--- src/rtl/mandel_pkg.sv ---
// mandel_pkg: types and widths shared by the Mandelbrot pipeline
// (pixel_scheduler and depth_calculator).
package mandel_pkg;

  localparam int COORD_W = 11;
  localparam int DEPTH_W = 10;

  typedef enum logic [1:0] {
    IDLE  = 2'd0,
    ISSUE = 2'd1,
    WAIT  = 2'd2,
    EMIT  = 2'd3
  } sched_state_t;

  // Highest coordinate value for a line/frame of 'res' pixels.
  function automatic logic [COORD_W-1:0] last_coord(input int res);
    return COORD_W'(res - 1);
  endfunction

endpackage

--- src/rtl/pixel_scheduler_if.sv ---
// pixel_scheduler_if: frame request, calculator handshake and pixel output
// stream of the scan controller. master = scheduler side.
interface pixel_scheduler_if
  import mandel_pkg::*;
#(
  parameter int WORD_LENGTH = 64
);

  // frame request
  logic                   frame_start;
  logic [WORD_LENGTH-1:0] re_origin;
  logic [WORD_LENGTH-1:0] im_origin;
  logic [WORD_LENGTH-1:0] step;

  // calculator side
  logic                   calc_start;
  logic [COORD_W-1:0]     calc_x;
  logic [COORD_W-1:0]     calc_y;
  logic [WORD_LENGTH-1:0] re_c;
  logic [WORD_LENGTH-1:0] im_c;
  logic                   calc_done;
  logic [DEPTH_W-1:0]     calc_depth;

  // pixel output stream
  logic                   pix_valid;
  logic                   pix_ready;
  logic [DEPTH_W-1:0]     pix_depth;
  logic [COORD_W-1:0]     pix_x;
  logic [COORD_W-1:0]     pix_y;
  logic                   pix_sof;
  logic                   pix_eol;

  // status
  logic                   busy;
  logic                   frame_done;

  modport master (
    input  frame_start, re_origin, im_origin, step, calc_done, calc_depth, pix_ready,
    output calc_start, calc_x, calc_y, re_c, im_c,
           pix_valid, pix_depth, pix_x, pix_y, pix_sof, pix_eol, busy, frame_done
  );

  modport slave (
    output frame_start, re_origin, im_origin, step, calc_done, calc_depth, pix_ready,
    input  calc_start, calc_x, calc_y, re_c, im_c,
           pix_valid, pix_depth, pix_x, pix_y, pix_sof, pix_eol, busy, frame_done
  );

endinterface

--- src/rtl/coord_stepper.sv ---
// coord_stepper: raster x/y counters plus the re/im accumulators that track
// the complex constant of the current pixel. Accumulators wrap silently.
module coord_stepper
  import mandel_pkg::*;
#(
  parameter int WORD_LENGTH = 64,
  parameter int H_RES       = 640,
  parameter int V_RES       = 480
) (
  input  logic                   sysclk,
  input  logic                   reset,
  input  logic                   i_load,
  input  logic                   i_advance,
  input  logic [WORD_LENGTH-1:0] i_re_origin,
  input  logic [WORD_LENGTH-1:0] i_im_origin,
  input  logic [WORD_LENGTH-1:0] i_step,
  output logic [COORD_W-1:0]     o_x,
  output logic [COORD_W-1:0]     o_y,
  output logic [WORD_LENGTH-1:0] o_re,
  output logic [WORD_LENGTH-1:0] o_im,
  output logic                   o_sof,
  output logic                   o_eol,
  output logic                   o_last
);

  localparam logic [COORD_W-1:0] X_LAST = last_coord(H_RES);
  localparam logic [COORD_W-1:0] Y_LAST = last_coord(V_RES);

  logic [COORD_W-1:0]     r_x;
  logic [COORD_W-1:0]     r_y;
  logic [WORD_LENGTH-1:0] r_re;
  logic [WORD_LENGTH-1:0] r_im;
  logic [WORD_LENGTH-1:0] r_re_origin;
  logic [WORD_LENGTH-1:0] r_step;
  logic                   w_eol;

  assign w_eol = (r_x == X_LAST);

  // Load the frame origin, or step one pixel in raster order; the imaginary
  // axis decreases going down, and each new line restarts from the latched
  // real origin.
  always_ff @(posedge sysclk or posedge reset) begin
    if (reset) begin
      r_x         <= '0;
      r_y         <= '0;
      r_re        <= '0;
      r_im        <= '0;
      r_re_origin <= '0;
      r_step      <= '0;
    end else if (i_load) begin
      r_x         <= '0;
      r_y         <= '0;
      r_re        <= i_re_origin;
      r_im        <= i_im_origin;
      r_re_origin <= i_re_origin;
      r_step      <= i_step;
    end else if (i_advance) begin
      if (!w_eol) begin
        r_x  <= r_x + 1'b1;
        r_re <= r_re + r_step;
      end else begin
        r_x  <= '0;
        r_re <= r_re_origin;
        r_y  <= r_y + 1'b1;
        r_im <= r_im - r_step;
      end
    end
  end

  assign o_x    = r_x;
  assign o_y    = r_y;
  assign o_re   = r_re;
  assign o_im   = r_im;
  assign o_sof  = (r_x == '0) && (r_y == '0);
  assign o_eol  = w_eol;
  assign o_last = w_eol && (r_y == Y_LAST);

endmodule

--- src/rtl/pixel_scheduler.sv ---
// pixel_scheduler: walks a frame in raster order, issues one pixel at a time
// to depth_calculator and forwards each depth on a valid/ready stream.
// Build option PIXEL_SCHED_OVERLAP_EN: the output register becomes a
// one-entry buffer so the next pixel is issued while the previous result
// waits for pix_ready. Without it, pixels are handled strictly serially.
module pixel_scheduler
  import mandel_pkg::*;
#(
  parameter int FRAC        = 60,
  parameter int WORD_LENGTH = 64,
  parameter int H_RES       = 640,
  parameter int V_RES       = 480
) (
  input  logic              sysclk,
  input  logic              reset,
  pixel_scheduler_if.master bus
);

  // FRAC only fixes the meaning of the coordinate words; nothing is built
  // from it, but an out-of-range value is flagged by a named empty block.
  if (FRAC < 0 || FRAC >= WORD_LENGTH) begin : g_frac_out_of_range
  end

  sched_state_t r_state;
  sched_state_t w_state_next;

  logic r_wait_seen;
  logic w_load;
  logic w_advance;
  logic w_capture;
  logic w_accept;
  logic w_frame_end;

  logic [COORD_W-1:0]     w_x;
  logic [COORD_W-1:0]     w_y;
  logic [WORD_LENGTH-1:0] w_re;
  logic [WORD_LENGTH-1:0] w_im;
  logic                   w_sof;
  logic                   w_eol;
  logic                   w_last;

  logic               r_pix_valid;
  logic [DEPTH_W-1:0] r_pix_depth;
  logic [COORD_W-1:0] r_pix_x;
  logic [COORD_W-1:0] r_pix_y;
  logic               r_pix_sof;
  logic               r_pix_eol;
  logic               r_pix_last;
  logic               r_busy;
  logic               r_frame_done;

  coord_stepper #(
    .WORD_LENGTH (WORD_LENGTH),
    .H_RES       (H_RES),
    .V_RES       (V_RES)
  ) u_stepper (
    .sysclk      (sysclk),
    .reset       (reset),
    .i_load      (w_load),
    .i_advance   (w_advance),
    .i_re_origin (bus.re_origin),
    .i_im_origin (bus.im_origin),
    .i_step      (bus.step),
    .o_x         (w_x),
    .o_y         (w_y),
    .o_re        (w_re),
    .o_im        (w_im),
    .o_sof       (w_sof),
    .o_eol       (w_eol),
    .o_last      (w_last)
  );

  assign w_accept    = r_pix_valid && bus.pix_ready;
  // Only the final pixel of a frame is ever held in EMIT with r_pix_last set.
  assign w_frame_end = (r_state == EMIT) && w_accept && r_pix_last;

  // State register.
  always_ff @(posedge sysclk or posedge reset) begin
    if (reset) begin
      r_state <= IDLE;
    end else begin
      r_state <= w_state_next;
    end
  end

  // Next-state decode and per-cycle control strobes.
  always_comb begin
    w_state_next = r_state;
    w_load       = 1'b0;
    w_advance    = 1'b0;
    w_capture    = 1'b0;
    case (r_state)
      IDLE: begin
        if (bus.frame_start) begin
          w_load       = 1'b1;
          w_state_next = ISSUE;
        end
      end
      ISSUE: begin
        w_state_next = WAIT;
      end
      WAIT: begin
        // The first WAIT cycle still shows the previous pixel's done level.
        if (r_wait_seen && bus.calc_done) begin
`ifdef PIXEL_SCHED_OVERLAP_EN
          // done is a held level, so a full buffer just delays the capture.
          if (!r_pix_valid || w_accept) begin
            w_capture = 1'b1;
            if (w_last) begin
              w_state_next = EMIT;
            end else begin
              w_advance    = 1'b1;
              w_state_next = ISSUE;
            end
          end
`else
          w_capture    = 1'b1;
          w_state_next = EMIT;
`endif
        end
      end
      EMIT: begin
        if (w_accept) begin
          if (r_pix_last) begin
            w_state_next = IDLE;
          end else begin
            w_advance    = 1'b1;
            w_state_next = ISSUE;
          end
        end
      end
      default: w_state_next = IDLE;
    endcase
  end

  // Output register, busy/frame_done status and the first-WAIT-cycle marker.
  always_ff @(posedge sysclk or posedge reset) begin
    if (reset) begin
      r_wait_seen  <= 1'b0;
      r_pix_valid  <= 1'b0;
      r_pix_depth  <= '0;
      r_pix_x      <= '0;
      r_pix_y      <= '0;
      r_pix_sof    <= 1'b0;
      r_pix_eol    <= 1'b0;
      r_pix_last   <= 1'b0;
      r_busy       <= 1'b0;
      r_frame_done <= 1'b0;
    end else begin
      r_frame_done <= w_frame_end;
      r_wait_seen  <= (r_state == WAIT);
      if (w_load) begin
        r_busy <= 1'b1;
      end else if (w_frame_end) begin
        r_busy <= 1'b0;
      end
      if (w_capture) begin
        r_pix_valid <= 1'b1;
        r_pix_depth <= bus.calc_depth;
        r_pix_x     <= w_x;
        r_pix_y     <= w_y;
        r_pix_sof   <= w_sof;
        r_pix_eol   <= w_eol;
        r_pix_last  <= w_last;
      end else if (w_accept) begin
        r_pix_valid <= 1'b0;
      end
    end
  end

  assign bus.calc_start = (r_state == ISSUE);
  assign bus.calc_x     = w_x;
  assign bus.calc_y     = w_y;
  assign bus.re_c       = w_re;
  assign bus.im_c       = w_im;
  assign bus.pix_valid  = r_pix_valid;
  assign bus.pix_depth  = r_pix_depth;
  assign bus.pix_x      = r_pix_x;
  assign bus.pix_y      = r_pix_y;
  assign bus.pix_sof    = r_pix_sof;
  assign bus.pix_eol    = r_pix_eol;
  assign bus.busy       = r_busy;
  assign bus.frame_done = r_frame_done;

endmodule

--- src/flat_wrapper.sv ---
// flat-port wrapper written by rule: the top's interface ports become plain ports
module pixel_scheduler_flat import mandel_pkg::*;
#(
  parameter int FRAC        = 60,
  parameter int WORD_LENGTH = 64,
  parameter int H_RES       = 640,
  parameter int V_RES       = 480
)
  (sysclk, reset, bus_frame_start, bus_re_origin, bus_im_origin, bus_step, bus_calc_done, bus_calc_depth, bus_pix_ready, bus_calc_start, bus_calc_x, bus_calc_y, bus_re_c, bus_im_c, bus_pix_valid, bus_pix_depth, bus_pix_x, bus_pix_y, bus_pix_sof, bus_pix_eol, bus_busy, bus_frame_done);
  pixel_scheduler_if #(.WORD_LENGTH(WORD_LENGTH)) bus_i ();
  input  logic sysclk;
  input  logic reset;
  input wire logic [$bits(bus_i.frame_start)-1:0] bus_frame_start;
  input wire logic [$bits(bus_i.re_origin)-1:0] bus_re_origin;
  input wire logic [$bits(bus_i.im_origin)-1:0] bus_im_origin;
  input wire logic [$bits(bus_i.step)-1:0] bus_step;
  input wire logic [$bits(bus_i.calc_done)-1:0] bus_calc_done;
  input wire logic [$bits(bus_i.calc_depth)-1:0] bus_calc_depth;
  input wire logic [$bits(bus_i.pix_ready)-1:0] bus_pix_ready;
  output wire logic [$bits(bus_i.calc_start)-1:0] bus_calc_start;
  output wire logic [$bits(bus_i.calc_x)-1:0] bus_calc_x;
  output wire logic [$bits(bus_i.calc_y)-1:0] bus_calc_y;
  output wire logic [$bits(bus_i.re_c)-1:0] bus_re_c;
  output wire logic [$bits(bus_i.im_c)-1:0] bus_im_c;
  output wire logic [$bits(bus_i.pix_valid)-1:0] bus_pix_valid;
  output wire logic [$bits(bus_i.pix_depth)-1:0] bus_pix_depth;
  output wire logic [$bits(bus_i.pix_x)-1:0] bus_pix_x;
  output wire logic [$bits(bus_i.pix_y)-1:0] bus_pix_y;
  output wire logic [$bits(bus_i.pix_sof)-1:0] bus_pix_sof;
  output wire logic [$bits(bus_i.pix_eol)-1:0] bus_pix_eol;
  output wire logic [$bits(bus_i.busy)-1:0] bus_busy;
  output wire logic [$bits(bus_i.frame_done)-1:0] bus_frame_done;
  assign bus_i.frame_start = bus_frame_start;
  assign bus_i.re_origin = bus_re_origin;
  assign bus_i.im_origin = bus_im_origin;
  assign bus_i.step = bus_step;
  assign bus_i.calc_done = bus_calc_done;
  assign bus_i.calc_depth = bus_calc_depth;
  assign bus_i.pix_ready = bus_pix_ready;
  assign bus_calc_start = bus_i.calc_start;
  assign bus_calc_x = bus_i.calc_x;
  assign bus_calc_y = bus_i.calc_y;
  assign bus_re_c = bus_i.re_c;
  assign bus_im_c = bus_i.im_c;
  assign bus_pix_valid = bus_i.pix_valid;
  assign bus_pix_depth = bus_i.pix_depth;
  assign bus_pix_x = bus_i.pix_x;
  assign bus_pix_y = bus_i.pix_y;
  assign bus_pix_sof = bus_i.pix_sof;
  assign bus_pix_eol = bus_i.pix_eol;
  assign bus_busy = bus_i.busy;
  assign bus_frame_done = bus_i.frame_done;
  pixel_scheduler #(.FRAC(FRAC), .WORD_LENGTH(WORD_LENGTH), .H_RES(H_RES), .V_RES(V_RES)) u_core (.sysclk(sysclk), .reset(reset), .bus(bus_i));
endmodule
--- config.mk ---
export PLATFORM = sky130hd
export DESIGN_NAME = pixel_scheduler_flat
export DESIGN_NICKNAME = d
export VERILOG_FILES = /design/src/rtl/mandel_pkg.sv /design/src/rtl/pixel_scheduler_if.sv /design/src/rtl/coord_stepper.sv /design/src/rtl/pixel_scheduler.sv /design/src/flat_wrapper.sv
export SDC_FILE = /design/constraint.sdc
export NUM_CORES = 1
export LEC_CHECK = 0
export BUFFER_PORTS_ARGS = -buffer_cell sky130_fd_sc_hd__buf_2
export CAP_MARGIN = 20
export CELL_PAD_IN_SITES_DETAIL_PLACEMENT = 1
export CELL_PAD_IN_SITES_GLOBAL_PLACEMENT = 1
export CORE_MARGIN = 2
export CORE_UTILIZATION = 40
export CTS_BUF_LIST = sky130_fd_sc_hd__clkbuf_8
export CTS_CLUSTER_DIAMETER = 150
export CTS_CLUSTER_SIZE = 14
export DETAILED_ROUTE_END_ITERATION = 7
export GPL_TIMING_DRIVEN = 0
export PLACE_DENSITY = 0.77
export SLEW_MARGIN = 15
export SYNTH_ARGS = -nofsm -noshare
export SYNTH_HDL_FRONTEND = slang
export SYNTH_SLANG_ARGS = --single-unit
--- constraint.sdc ---
create_clock -name sysclk -period 19.6 [get_ports sysclk]
set_clock_uncertainty 0.1 [all_clocks]
set_input_delay 0.98 -clock sysclk [delete_from_list [all_inputs] [get_ports sysclk]]
set_output_delay 0.98 -clock sysclk [all_outputs]
set_load 0.03 [all_outputs]
## Word-level counts from Yosys, hierarchy flattened

Index checks and enable logic that the tools add are counted.

| operators by class | value |
|---|---|
| equality and inequality tests | 8 |
| reduce and logical (&&, ||, !) cells | 15 |
| add/subtract/negate cells | 4 |
| muxes and demuxes | 28 |

Operators with widths:

| kind | number |
|---|---|
| $mux 64 | 6 |
| $mux 11 | 6 |
| $add 64x64->64 | 1 |
| $sub 64x64->64 | 1 |
| $add 11x1->11 const B | 2 |
| $logic_not 11->1 | 2 |
| $mux 1 | 12 |
| $eq 11x10->1 const B | 1 |
| $eq 11x9->1 const B | 1 |
| $pmux 2 s4 | 1 |
| $reduce_bool 2->1 | 4 |
| $logic_and 1x1->1 | 6 |
| $mux 2 | 3 |
| $eq 2x2->1 const B | 2 |
| $ne 2x1->1 const B | 2 |
| $reduce_and 3->1 | 1 |
| $eq 2x1->1 const B | 1 |
| $logic_not 2->1 | 1 |
| $ne 2x2->1 const B | 1 |
| $reduce_and 2->1 | 1 |

| word-level totals | value |
|---|---|
| input port bits | 207 |
| flip-flop bits (word level) | 319 |

## Depth between registers and ports, before layout

Gate-level depths: netlist of the first run.

| logic depth | value |
|---|---|
| depth after elaboration | 5 |
| depth in mapped cells | 14 |
| gate-level depth less buffers | 14 |

## By module

A second synthesis of the first run with hierarchy kept.

| second synthesis, totals | value |
|---|---|
| cells, all modules | 2370 |
| area, all modules | 20350.8 um^2 |

Modules (own cells, without submodules):

| module | area an instance (um^2) | times used | cells an instance | seq. area each (um^2) |
|---|---|---|---|---|
| coord_stepper | 18705.4 | 1 | 2265 | 6956.7 |
| pixel_scheduler | 1645.3 | 1 | 105 | 1026.0 |

## Least setup slack after synthesis of the first run

No wires, ideal clock.

| path | value |
|---|---|
| kind | register to register |
| start | register u_core.u_stepper.r_im[0] (netlist: u_core.u_stepper.o_im[0]) |
| end | register u_core.u_stepper.r_im[56] (netlist: u_core.u_stepper.o_im[56]) |
| arrival | 3.230 ns |
| data required time | 19.418 ns |
| setup time | 0.082 ns |
| cell stages (with the launch flop) | 15 |
| period minus slack after synthesis | 3.412 ns |
| buffers on the path | 0 |
| path slack | 16.188 ns |
| cell sequence | dfrtp_1 > inv_1 > ha_1 > fa_1 > nor2b_1 > o31ai_1 > a21oi_1 > o2111ai_2 > o211ai_4 > a31oi_4 > o31ai_4 > a211oi_4 > a31oi_1 > mux2_1 > a31oi_1 |

| between the ends | value |
|---|---|
| cells in the longest elaborated chain, start to end | 4 |

Ends and longest elaborated chain:

| element | RTL line | RTL |
|---|---|---|
| start: declaration | coord_stepper.sv:32 | `logic [WORD_LENGTH-1:0] r_im;` |
| start signal: assignment | coord_stepper.sv:54 | `r_im <= i_im_origin;` |
| start signal: assignment | coord_stepper.sv:65 | `r_im <= r_im - r_step;` |
| $sub 64x64->64 | coord_stepper.sv:65 |  |
| $mux 64 | coord_stepper.sv:58 | `if (!w_eol) begin` |
| $mux 64 | coord_stepper.sv:57 | `end else if (i_advance) begin` |
| $mux 64 | coord_stepper.sv:50 | `end else if (i_load) begin` |

Every way passes these cells. The select of a mux whose other input is x is not followed.
A chain may end at the register's enable or synchronous reset.

## Final worst setup path of the first run

| path | value |
|---|---|
| start | register u_core.r_state[0] |
| end | register u_core.u_stepper.r_re[62] (netlist: u_core.u_stepper.o_re[62]) |

| between the ends | value |
|---|---|
| cells in the longest elaborated chain, start to end | 3 |
| elaborated cells on any way between the ends | 6 |
| those cells by class | eq/ne: 1; mux: 3; reduce/logical: 2 |

Ends and longest elaborated chain:

| element | RTL line | RTL |
|---|---|---|
| start: declaration | pixel_scheduler.sv:24 | `sched_state_t r_state;` |
| start signal: assignment | pixel_scheduler.sv:82 | `r_state <= w_state_next;` |
| $eq 2x2->1 or $logic_not 2->1 (tied branches) | pixel_scheduler.sv:92 | `case (r_state)` |
| $mux 1 | pixel_scheduler.sv:92 |  |
| $reduce_bool 2->1 (no source line) or $mux 64 (tied branches) | -- |  |
| end signal: assignment | coord_stepper.sv:53 | `r_re <= i_re_origin;` |
| end signal: assignment | coord_stepper.sv:60 | `r_re <= r_re + r_step;` |
| end signal: assignment | coord_stepper.sv:63 | `r_re <= r_re_origin;` |
| end: declaration | coord_stepper.sv:31 | `logic [WORD_LENGTH-1:0] r_re;` |

Several ways; a longest one is shown, not always the timed one.

==> results.ini, run 1 <==
[outcome]
status = finished clean

[finish]
drive_gt1_share_pct = 16.8
final_cell_mix = nand2_1 (469), buf_2 (409), dfrtp_1 (319)
layout_commonest_cell = nand2_1
nets = 3311
syn_to_final_growth_pct = 15.8
n_fill_cell = 6391
final_util_pct = 47.1

[route]
drt_iter0_drc = 1480
routed_wirelength_um = 90800
routedWlPerCell_um = 24.9
viasPerCell = 5.89
drtAntennaViolNets = 0
dr.pass1.iters = 7
route.vias.total = 21500
drcViolationCount = 0

[floorplanning]
die_y_um = 233
die_area_sq_um = 54400
start_util_pct = 40.7
ios = 395
die_w_um = 233
core-area_sq_um = 51600
fp-row-count = 83

[pwr]
total_leakage_power_nw = 11.8
max-vdd-ir-drop_uv = 77.6
power.density_nw_per_um2 = 206

[yosys]
synth_warnings = 0
ys_types = 87
synth_edf_count = 0
yosysSeqAreaShare_pct = 38.0
syn-cell-area_sq_um = 21000
synth-main-ff-cell = dfrtp_1
syn-num-nets = 2884
syn_area_per_cell_sq_um = 8.27
syn_inst = 2540
async_reset_ff_share_pct = 100
ys_ff_latch = 319

[timing]
fmax_mhz = 228
min_period_ns = 4.38
setup-violations-final = 0
slew_viol_final = 0
tightest_slew_ns = 1.22
hold_viol_final = 0
period_share_pct = 22.3
relSlewSlack_pct = 18.9
setup_tns_ns = 0
grt_setup_unrepaired = false

[global_routing]
grt-ovfl-total = 0
grt_pass1_wl_um = 135000
antenna_found_initial = 8
grt_pass1_vias = 21900
grt_max_degree = 114
gr-usage-all-layers_pct = 32.9

[clock_network]
clockRootBuffer = clkbuf_8
cts_setup_buffers = 0
insertion_delay_ns = 0.68
numCtsBuffers = 26
cts_buffer_depth = 3
clock_sinks = 319
cts_hold_buf = 0
cts_tree = done
h-tree-depth = 1
clkTransAtPathRegs_ns = 0.10
cts_resized = 0

[critical_path]
path_class = reg -> reg
cp_slowest_cell = buf_1
crit_required_ns = 19.99
slowest_delay_ns = 0.96
start_kind = register
critPathMaxFanout = 10
cp-end-kind = register
path_cells = inv_1 > ha_1 > and2_1 > clkbuf_1 > clkbuf_1 > clkbuf_1 > buf_1 > o221ai_1
worstPathArrival_ns = 4.77
crit_top_cell = clkbuf_1

[worst_hold_path]
worstHoldPathType = in -> async

[placed_design]
place_congestion = 0.947
hpwl_um = 72400
io_buffers = 394

[flow_run]
drv_cap = 0

-- layout make-up --
class                      instances  area [sq um]  area share [%]
sequential                       319          7980            32.8
antenna                            5          12.5          0.0514
clock inverter                     2          13.8          0.0566
inverter                         102           390            1.60
buffer                           147           582            2.39
multi-input combinational       1972         12100            49.6
tap                              680           851            3.50
clock buffer                      26           358            1.47
timing repair buffer             399          2080            8.55
-- synth_stat cells, drive strengths merged (14+ instances only) --
| library cell | n | area share (%) |
|---|---|---|
| and3 | 39 | 1.2 |
| or3 | 14 | 0.44 |
| o211ai | 39 | 1.5 |
| nor2b | 15 | 0.45 |
| nand2 | 469 | 8.4 |
| dfrtp | 319 | 38 |
| xor2 | 58 | 2.4 |
| o221ai | 20 | 0.83 |
| buf | 25 | 0.59 |
| mux2 | 30 | 1.6 |
| nor3 | 29 | 0.69 |
| nor2 | 156 | 2.8 |
| nand3 | 40 | 0.95 |
| ha | 135 | 8.0 |
| nand4 | 40 | 1.2 |
| clkbuf | 122 | 2.2 |
| o21a | 21 | 0.75 |
| o21bai | 23 | 0.82 |
| inv | 102 | 1.8 |
| o21ai | 255 | 6.1 |
| a31oi | 25 | 0.82 |
| xnor2 | 61 | 2.5 |
| a21oi | 264 | 6.4 |
| a21o | 82 | 2.9 |
-- through the flow --
stage               power, mW  instances  cell area, sq um  hold WS, ns  worst slack, ns
floorplan                3.54       2540             21000        0.338             9.69
global route             5.38       3652             24300       0.0977            15.08
CTS                      4.97       3647             24300       0.0753            15.38
global placement         4.50       3614             23800        0.349             5.91
detailed placement       4.59       3619             23900        0.357            15.07
finish                   5.02       3652             24300        0.107            15.22
-- state kept, by name, summed over array words and instances (netlist names), 2 cells and up --
register,flops
u_core.u_stepper.r_re_origin,64
u_core.u_stepper.o_x,11
u_core.u_stepper.o_y,11
u_core.bus.pix_depth,10
u_core.u_stepper.o_im,64
u_core.bus.pix_x,11
u_core.u_stepper.o_re,64
u_core.u_stepper.r_step,64
u_core.bus.pix_y,11
u_core.r_state,2
-- logic make-up (layout without fill, tap and decap cells) --
| kind of cell | Yosys count | after routing | synth area share (%) |
|---|---|---|---|
| compound gates | 824 | 824 | 24.4 |
| xor+xnor | 119 | 119 | 4.96 |
| fa+ha+maj | 137 | 137 | 8.23 |
| buf+inv | 249 | 676 | 4.59 |
| flops | 319 | 319 | 38.0 |
| mux | 36 | 36 | 1.89 |
| other cells | 0 | 5 | 0 |
| simple gates | 856 | 856 | 17.9 |
-- routing by layer --
layer | track usage, % | wire length [um]
met1 | 46.7 | 41400
met2 | 53.0 | 41200
met5 | 0 | 38
met4 | 10.3 | 3010
met3 | 3.00 | 5150
-- power breakdown --
| group | internal (mW) | leakage (nW) | switching (mW) |
|---|---|---|---|
| clock network | 0.120 | 0.195 | 0.244 |
| logic | 1.22 | 7.62 | 2.23 |
| registers | 0.921 | 3.99 | 0.290 |
-- worst max-delay path: cells and delay by family (launching register included) --
family | cells | cell delay, ns
compound gates | 1 | 0.27
fa+ha+maj | 1 | 0.21
buf+inv | 5 | 3.07
flops | 1 | 0.42
simple gates | 1 | 0.13
-- worst paths after layout --
kind / from / endpoint / slack, ns / depth (start not counted)
min reg2reg: u_core.u_stepper.r_re_origin[63]$_DFFE_PP0P_ / u_core.u_stepper.r_re_origin[63]$_DFFE_PP0P_ / 0.38 / 2
max: u_core.r_state[0]$_DFFE_PP0P_ / u_core.u_stepper.o_re[62]$_DFFE_PP0P_ / 15.22 / 8
max in group asynchronous: reset / u_core.bus.pix_x[1]$_DFFE_PP0P_ / 18.05 / 4
max reg2reg: u_core.r_state[0]$_DFFE_PP0P_ / u_core.u_stepper.o_re[62]$_DFFE_PP0P_ / 15.22 / 8
min: reset / u_core.u_stepper.o_re[19]$_DFFE_PP0P_ / 0.11 / 2
min in group sysclk: u_core.u_stepper.r_re_origin[63]$_DFFE_PP0P_ / u_core.u_stepper.r_re_origin[63]$_DFFE_PP0P_ / 0.38 / 2
(Power assumes the default switching activity.)
==> run 2: changes to the inputs <==
- ABC_AREA: not set -> 1
- PLACE_DENSITY: 0.77 -> 0.8
- clock period: 19.6 -> 4.1 ns (I/O delays scaled with it)
==> results.ini, run 2 <==
[route]
drtAntennaViolNets = 0  ; unchanged
viasPerCell = 5.44  ; -7.6%
route.vias.total = 28600  ; +33%
routedWlPerCell_um = 23.1  ; -6.9%
dr.pass1.iters = 5  ; -2
routed_wirelength_um = 122000  ; +34%
drt_iter0_drc = 2245  ; +52%
drcViolationCount = 0  ; unchanged

[floorplanning]
start_util_pct = 40.2  ; -0.49 points
fp-row-count = 90  ; +8.4%
ios = 395  ; unchanged
die_area_sq_um = 62300  ; +15%
die_w_um = 250  ; +7.1%
core-area_sq_um = 60000  ; +16%
die_y_um = 250  ; +7.1%

[clock_network]
cts_buffer_depth = 3  ; unchanged
cts_hold_buf = 209  ; +209
insertion_delay_ns = 0.74  ; +0.06 ns
clockRootBuffer = clkbuf_8
numCtsBuffers = 26  ; unchanged
cts_resized = 0  ; unchanged
cts_setup_buffers = 0  ; unchanged
clock_sinks = 319  ; unchanged
h-tree-depth = 1  ; unchanged
cts_tree = done
clkTransAtPathRegs_ns = 0.10  ; about the same

[timing]
period_share_pct = 81.9  ; +60 points
fmax_mhz = 298  ; +30%
grt_setup_unrepaired = false
slew_viol_final = 0  ; unchanged
setup-violations-final = 0  ; unchanged
hold_viol_final = 0  ; unchanged
relSlewSlack_pct = 20.7  ; +1.8 points
tightest_slew_ns = 1.19  ; -0.0274 ns
min_period_ns = 3.36  ; -1.02 ns

[finish]
drive_gt1_share_pct = 10.5  ; -6.2 points
syn_to_final_growth_pct = 23.6
layout_commonest_cell = nand2_1
multi_input_area_sq_um = 13400  ; +11%
design_area_sq_um = 29800  ; +23%
n_fill_cell = 8216  ; +29%
final_util_pct = 49.7  ; +2.6 points
register_area_sq_um = 7980  ; unchanged
final_cell_mix = nand2_1 (1290), inv_1 (623), buf_2 (407)
nets = 4805  ; +45%

[global_routing]
grt_pass1_vias = 29500  ; +34%
gr-usage-all-layers_pct = 37.9  ; +5.0 points
grt-ovfl-total = 0  ; unchanged
antenna_found_initial = 19  ; +11
grt_max_degree = 37  ; -68%
grt_pass1_wl_um = 179000  ; +33%

[yosys]
synthTopCellsByCount = nand2_1 (1290), inv_1 (624), nor2_1 (368)
syn_area_per_cell_sq_um = 6.32  ; -24%
synth_area_leaders = dfrtp_1 (33%), nand2_1 (20%), inv_1 (9.7%)
synth_edf_count = 0  ; unchanged
syn-cell-area_sq_um = 24100  ; +15%
async_reset_ff_share_pct = 100  ; unchanged
synth-main-ff-cell = dfrtp_1
synth_warnings = 0  ; unchanged
syn-num-nets = 4162  ; +44%
ys_ff_latch = 319  ; unchanged
syn_inst = 3818  ; +50%
yosysSeqAreaShare_pct = 33.1  ; -4.9 points
synth.most_common_cell = nand2_1
synth_top_area_share_pct = 33.1  ; -4.9 points
yosys.area.top_type = dfrtp_1
ys_types = 45  ; -48%

[critical_path]
crit_required_ns = 4.62  ; -15.37 ns
path_cells = inv_1 > ha_1 > nand2_2 > clkbuf_1 > clkbuf_1 > nand3_1 > nand2_1 > nand2_1
critPathMaxFanout = 10  ; unchanged
slowest_delay_ns = 0.85  ; -0.11 ns
startpoint = u_core.r_state[0]$_DFFE_PP0P_
worstPathArrival_ns = 3.88  ; -0.89 ns
rr_startpoint = u_core.r_state[0]$_DFFE_PP0P_
cp-end-kind = register
cp_slowest_cell = clkbuf_1
start_kind = register
path_class = reg -> reg

[pwr]
total_leakage_power_nw = 16.5  ; +39%
max-vdd-ir-drop_uv = 486  ; +530%
power.density_nw_per_um2 = 1030  ; +400%
power_mw = 30.6  ; +510%

[placed_design]
io_buffers = 394  ; unchanged
place_area_sq_um = 27300  ; +14%
hpwl_um = 94000  ; +30%
place_congestion = 1.01  ; +6.4%

[flow_run]
drv_cap = 0  ; unchanged

[outcome]
status = finished clean

[worst_hold_path]
worstHoldPathType = in -> async

[run 2: cell count changes after synthesis, sizes merged, moves of 31 or more]
cell and change:
clkbuf -52, nor2 +215, inv +528, and3 -38
a21o -78, xnor2 -44, nand3 +161, nand2 +824
o21ai +31
[run 2: final timing paths]
kind / endpoint / slack [ns] / depth (start not counted)
worst max-delay path: u_core.u_stepper.o_im[53]$_DFFE_PP0P_ / 0.74 / 8
worst min-delay path: u_core.bus.pix_depth[5]$_DFFE_PP0P_ / 0.07 / 3
worst max register to register: u_core.u_stepper.o_im[53]$_DFFE_PP0P_ / 0.74 / 8
worst min register to register: u_core.u_stepper.r_re_origin[23]$_DFFE_PP0P_ / 0.39 / 2
max in group asynchronous: u_core.u_stepper.o_im[42]$_DFFE_PP0P_ / 2.49 / 7
min in group sysclk: u_core.u_stepper.r_step[27]$_DFFE_PP0P_ / 0.13 / 4
[run 2: through the flow]
stage	cells	worst slack, ns	hold slack [ns]	TNS (ns)
floorplan	3818	-0.458	0.212	-146.04
global placement	4994	-2.61	0.300	-814.21
detailed placement	5004	0.529	0.226	0
CTS	5241	0.568	0.0575	0
global route	5261	0.618	0.110	0
finish	5262	0.741	0.0740	0
[run 2: final cells by class]
type	count	share of cell area, %
Clock inverter	2	0.0713
Tap cell	782	3.28
Buffer	99	1.33
Multi-Input combinational cell	2770	44.9
Timing Repair Buffer	615	14.4
Sequential cell	319	26.8
Clock buffer	26	1.20
Inverter	630	7.94
Antenna cell	19	0.159
[run 2: critical path, delay by kind of cell (launching register included)]
kind	cells	cell delay (ns)
fa+ha+maj	1	0.24
buf+inv	3	1.73
flops	1	0.41
simple gates	4	0.82
[run 2: logic make-up (layout without fill, tap and decap cells)]
family	count (synthesis)	in the layout	synth area share, %
xor gates and xnor gates	69	69	2.50
buffers and inverters	729	1372	11.4
adders and majority gates	137	137	7.17
AOI/OAI and AO/OA	626	626	13.7
other	0	19	0
DFF	319	319	33.1
and+or+nand+nor	1938	1938	32.1
[run 2: report_power, final]
group          total [mW]  internal (mW)  switching (mW)
Clock                1.80          0.576            1.23
Sequential           6.20           4.54            1.66
Combinational        22.6           6.64            16.0
Total                30.6           11.8            18.8
[run 2: routing by layer]
layer / GRT usage [%] / vias up / share of wire, %
met5: 0 / - / 0.0099
met4: 18.2 / 2 / 5.8
met3: 5.03 / 331 / 6.8
met2: 62.3 / 1165 / 46
met1: 49.4 / 13900 / 42
li1: - / 13200 / -
